<file path="config.mk">
export PLATFORM = sky130hd
export DESIGN_NAME = barrett_reduce_pipe
export DESIGN_NICKNAME = d
export VERILOG_FILES = /design/src/rtl/barrett_pkg.sv /design/src/rtl/barrett_csub.sv /design/src/rtl/barrett_reduce_pipe.sv
export SDC_FILE = /design/constraint.sdc
export NUM_CORES = 1
export LEC_CHECK = 0
export BUFFER_PORTS_ARGS = -buffer_cell sky130_fd_sc_hd__buf_2
export CAP_MARGIN = 10
export CORE_MARGIN = 1
export CORE_UTILIZATION = 67
export DETAILED_ROUTE_END_ITERATION = 6
export PLACE_DENSITY = 0.92
export SLEW_MARGIN = 10
export SYNTH_ARGS = -nofsm -noshare
export SYNTH_HDL_FRONTEND = slang
export SYNTH_SLANG_ARGS = --single-unit
</file>
<file path="constraint.sdc">
create_clock -name clk -period 8.19 [get_ports clk]
set_input_delay 0.4095 -clock clk [delete_from_list [all_inputs] [get_ports clk]]
set_output_delay 0.4095 -clock clk [all_outputs]
set_load 0.005 [all_outputs]
</file>
<file path="src/rtl/barrett_pkg.sv">
// barrett_pkg: shared constants and constant functions for the Barrett reduction pipeline.
package barrett_pkg;
   localparam int DEF_Q = 211;
   localparam int DEF_TAG_W = 4;
   function automatic int calc_k(input int q);
      return $clog2(q);
   endfunction
   function automatic longint calc_mu(input int q);
      return (64'd1 << (2 * calc_k(q))) / q;
   endfunction
endpackage

</file>
<file path="src/rtl/barrett_csub.sv">
// barrett_csub: conditional subtraction of the modulus, x >= Q ? x - Q : x.
module barrett_csub #(
   parameter int W = 8,
   parameter int Q = 211
) (
   input  logic [W-1:0] x,
   output logic [W-1:0] y
);
   assign y = (x >= W'(Q)) ? x - W'(Q) : x;
endmodule

</file>
<file path="src/rtl/barrett_reduce_pipe.sv">
// barrett_reduce_pipe: three-stage Barrett reduction a mod Q with valid/ready
// handshake, sideband tag and a global stall.
module barrett_reduce_pipe
   import barrett_pkg::*;
#(
   parameter int Q = DEF_Q,
   parameter int K = calc_k(Q),
   parameter int TAG_W = DEF_TAG_W
) (
   input  logic              clk,
   input  logic              rst,
   input  logic              in_valid,
   output logic              in_ready,
   input  logic [2*K-2:0]    in_data,
   input  logic [TAG_W-1:0]  in_tag,
   output logic              out_valid,
   input  logic              out_ready,
   output logic [K-1:0]      out_data,
   output logic [TAG_W-1:0]  out_tag
);
   localparam int IN_W = 2 * K - 1;
   localparam int P_W = 2 * K;
   localparam logic [K:0] MU = (K + 1)'(calc_mu(Q));

   logic en;
   logic v1_q, v1_d, v2_q, v2_d, v3_q, v3_d;
   logic [IN_W-1:0] a1_q, a1_d, r2_q, r2_d;
   logic [P_W-1:0] p1_q, p1_d, t2;
   logic [TAG_W-1:0] tag1_q, tag1_d, tag2_q, tag2_d, tag3_q, tag3_d;
   logic [K-1:0] d3_q, d3_d;
   logic [IN_W-1:0] c1, c2;

   barrett_csub #(.W(IN_W), .Q(Q)) u_csub0 (.x(r2_q), .y(c1));
   barrett_csub #(.W(IN_W), .Q(Q)) u_csub1 (.x(c1), .y(c2));

   always_comb begin
      en = !(v3_q && !out_ready);
      t2 = p1_q >> K;
      v1_d = en ? in_valid : v1_q;
      a1_d = en ? in_data : a1_q;
      p1_d = en ? P_W'(in_data >> K) * P_W'(MU) : p1_q;
      tag1_d = en ? in_tag : tag1_q;
      // t*Q never exceeds a, so the product fits in IN_W bits
      v2_d = en ? v1_q : v2_q;
      r2_d = en ? a1_q - IN_W'(t2 * P_W'(Q)) : r2_q;
      tag2_d = en ? tag1_q : tag2_q;
      v3_d = en ? v2_q : v3_q;
      d3_d = en ? K'(c2) : d3_q;
      tag3_d = en ? tag2_q : tag3_q;
   end

   always_ff @(posedge clk) begin
      if (rst) begin
         v1_q <= 1'b0;
         v2_q <= 1'b0;
         v3_q <= 1'b0;
         a1_q <= '0;
         p1_q <= '0;
         r2_q <= '0;
         d3_q <= '0;
         tag1_q <= '0;
         tag2_q <= '0;
         tag3_q <= '0;
      end else begin
         v1_q <= v1_d;
         v2_q <= v2_d;
         v3_q <= v3_d;
         a1_q <= a1_d;
         p1_q <= p1_d;
         r2_q <= r2_d;
         d3_q <= d3_d;
         tag1_q <= tag1_d;
         tag2_q <= tag2_d;
         tag3_q <= tag3_d;
      end
   end

   assign in_ready = en;
   assign out_valid = v3_q;
   assign out_data = d3_q;
   assign out_tag = tag3_q;
endmodule

</file>
==> metrics.yaml <==
outcome: "complete, no violations"
clkSinkCount: 61
antenna_left: 0
max_cap_violations: 0
via_per_inst: 5.95
area_delta_synth_final_pct: 7.76
synth_edf_count: 0
slowest_stage: "fa_1"
max_slew_margin: 0.382
synth_fp_nets: 814
min_period_ns: 4.28
fmax_mhz: 234
place_hpwl_um: 9050
final_util: 0.739
wl_um: 12300
synth_most_common_cell: "nand2_1"
overflow: 0
syn_inst: 669
cts.reportedPaths.clkPinSlew_ns: 0.07
grt_pass1_wl_um: 20900
diodes: 0
synth_common_cells: "93 x nand2_1, 91 x inv_1, 90 x ha_1, 69 x a21oi_1, 61 x dfxtp_1"
fp-row-count: 33
die_area_um2: 8740
ys_ff_latch: 61
dr_total_vias: 4768
yosysUniqueCellTypes: 68
cpPeakStageDelay_ns: 0.53
arrival_ns: 4.55
gp_congestion: 0.869
antenna_found_initial: 0
portBuffers: 36
yosys_warnings: 0
cts_tree: "yes"
setup_viol_count_final: 0
rsz0062_at_grt: "no"
synthArstFlopShare: 0
path_class: "flip-flop to flip-flop"
wl_per_cell_um: 15.4
regArea_um2: 1220
hp-class: "primary input to flip-flop"
hold_buffers: 0
nets: 837
die_height_um: 93.5
critPathLaunchType: "flip-flop"
grt_pass1_vias: 4682
grt_usage: 0.305
tns_ns: 0
drt_iter0_drc: 327
ys_seq_area_frac: 0.218
hold_ws_ns: 0.284
r2r_slack_ns: 3.91
cts_buffers: 9
grt_start_max_net_pins: 72
h-tree-depth: 3
worstPathCellList: "inv_1 > ha_1 > ha_1 > inv_1 > fa_1 > inv_1 > fa_1 > inv_1 > ha_1 > or2_2 > a21oi_1 > a21oi_1 > a41oi_1 > a21oi_1 > xnor2_1 > a211oi_1"
num_io_pins: 37
ys_top_cells_by_area: "dfxtp_1 22%, ha_1 20%, fa_1 11%, nand2_1 6.2%, a21oi_1 6.2%"
yosys.area.top_type: "dfxtp_1"
synthFlopType: "dfxtp_1"
multiInputGateArea_um2: 3950
syn_area_per_cell_um2: 8.38
synth.top_cell.area_share: 0.218
critPathCaptureType: "flip-flop"
clock_latency_ns: 0.36
worstPathMaxFanout: 6
hold_violations: 0
synth_area_um2: 5610
cts_resized: 0
drive_gt1_frac: 0.111
path_common_cell: "inv_1"
post-route-period-util: 0.522
firstDrtPassIters: 5
tightest_slew_ns: 0.927
cts_buffer_depth: 2
die_w_um: 93.5
final_max_slew_viol_count: 0
drc_errors: 0
required_ns: 8.47
cts_root_buffer: "clkbuf_8"
fillers: 599
cts_setup_buffers: 0
coreArea_um2: 8180
finClkSkew_ns: 0.00854
start_util: 0.686
## final timing paths
kind                     end       start  depth (start not counted)
hold / removal     tag1_q[3]   in_tag[3]                          3
setup / recovery    r2_q[14]     p1_q[8]                         16
hold reg to reg   out_tag[1]  out_tag[1]                          2
setup reg to reg    r2_q[14]     p1_q[8]                         16
## logic make-up (layout without fill, tap and decap cells)
family | after synthesis | after routing | share of synthesized area
xor+xnor | 28 | 28 | 0.0437
simple gates | 193 | 193 | 0.170
flops | 61 | 61 | 0.218
compound gates | 143 | 143 | 0.166
fa+ha+maj | 122 | 122 | 0.315
mux | 4 | 4 | 0.00759
buf+inv | 118 | 145 | 0.0797
## sequential cells by signal (all words and copies together), names as in the netlist
name and flops:
out_tag 4, tag1_q 4, v2_q 1, a1_q 15
v1_q 1, p1_q 8, out_valid 1, r2_q 15
out_data 8, tag2_q 4
## metal layers
metal	share of wire	GRT usage	vias to the layer above
li1	-	-	2318
met1	0.40	0.351	2272
met2	0.52	0.536	138
met3	0.042	0.0504	40
met4	0.039	0.168	0
met5	0	0	-
## stage by stage
stage | setup slack, ns | std cells | instance area (um2)
after global routing | 3.67 | 801 | 6040
after detailed placement | 3.69 | 786 | 5840
after floorplan | 4.09 | 669 | 5610
after CTS | 3.91 | 801 | 6040
final | 3.91 | 801 | 6040
after global placement | 3.80 | 786 | 5840
## placed cells by master, fill, tap and decap left out, types with 3 or more instances in the layout
cell type | Yosys | routed
ha_1 | 90 | 90
or3_1 | 8 | 8
o31a_1 | 4 | 4
nor3_1 | 14 | 14
nor2_1 | 27 | 27
o21bai_1 | 3 | 3
and3_1 | 3 | 3
a21oi_1 | 69 | 69
xnor2_1 | 19 | 19
buf_2 | 2 | 36
clkbuf_8 | 0 | 11
buf_4 | 0 | 3
o311ai_0 | 3 | 3
a21o_1 | 6 | 6
nand2_1 | 93 | 93
o211ai_1 | 3 | 3
o21a_1 | 6 | 6
inv_1 | 91 | 91
xor2_1 | 9 | 9
o21ai_0 | 12 | 12
fa_1 | 32 | 32
nand3_1 | 10 | 10
dfxtp_1 | 61 | 61
o21ai_1 | 3 | 3
nand4_1 | 4 | 4
a31oi_1 | 3 | 3
nor4_4 | 3 | 3
nand2b_1 | 4 | 4
a211oi_1 | 8 | 8
or2_2 | 4 | 4
nor4_1 | 3 | 3
## worst max-delay path: cells and delay by family, from the launching register on
family / cells / cell delay [ns]
buf+inv: 4 / 0.29
flops: 1 / 0.50
simple gates: 1 / 0.35
fa+ha+maj: 5 / 1.97
xor+xnor: 1 / 0.14
compound gates: 5 / 0.95
## layout make-up
cell class	count	area share
well taps	105	0.0217
repair buffers	39	0.0335
clock buffers	11	0.0251
multi-input cells	490	0.653
clock inverters	4	0.00787
flip-flops and latches	61	0.202
inverters	91	0.0565
Power is left out: the tool's default activity adds up to more than one toggle a clock period on the data nets, which glitch-free logic cannot reach.
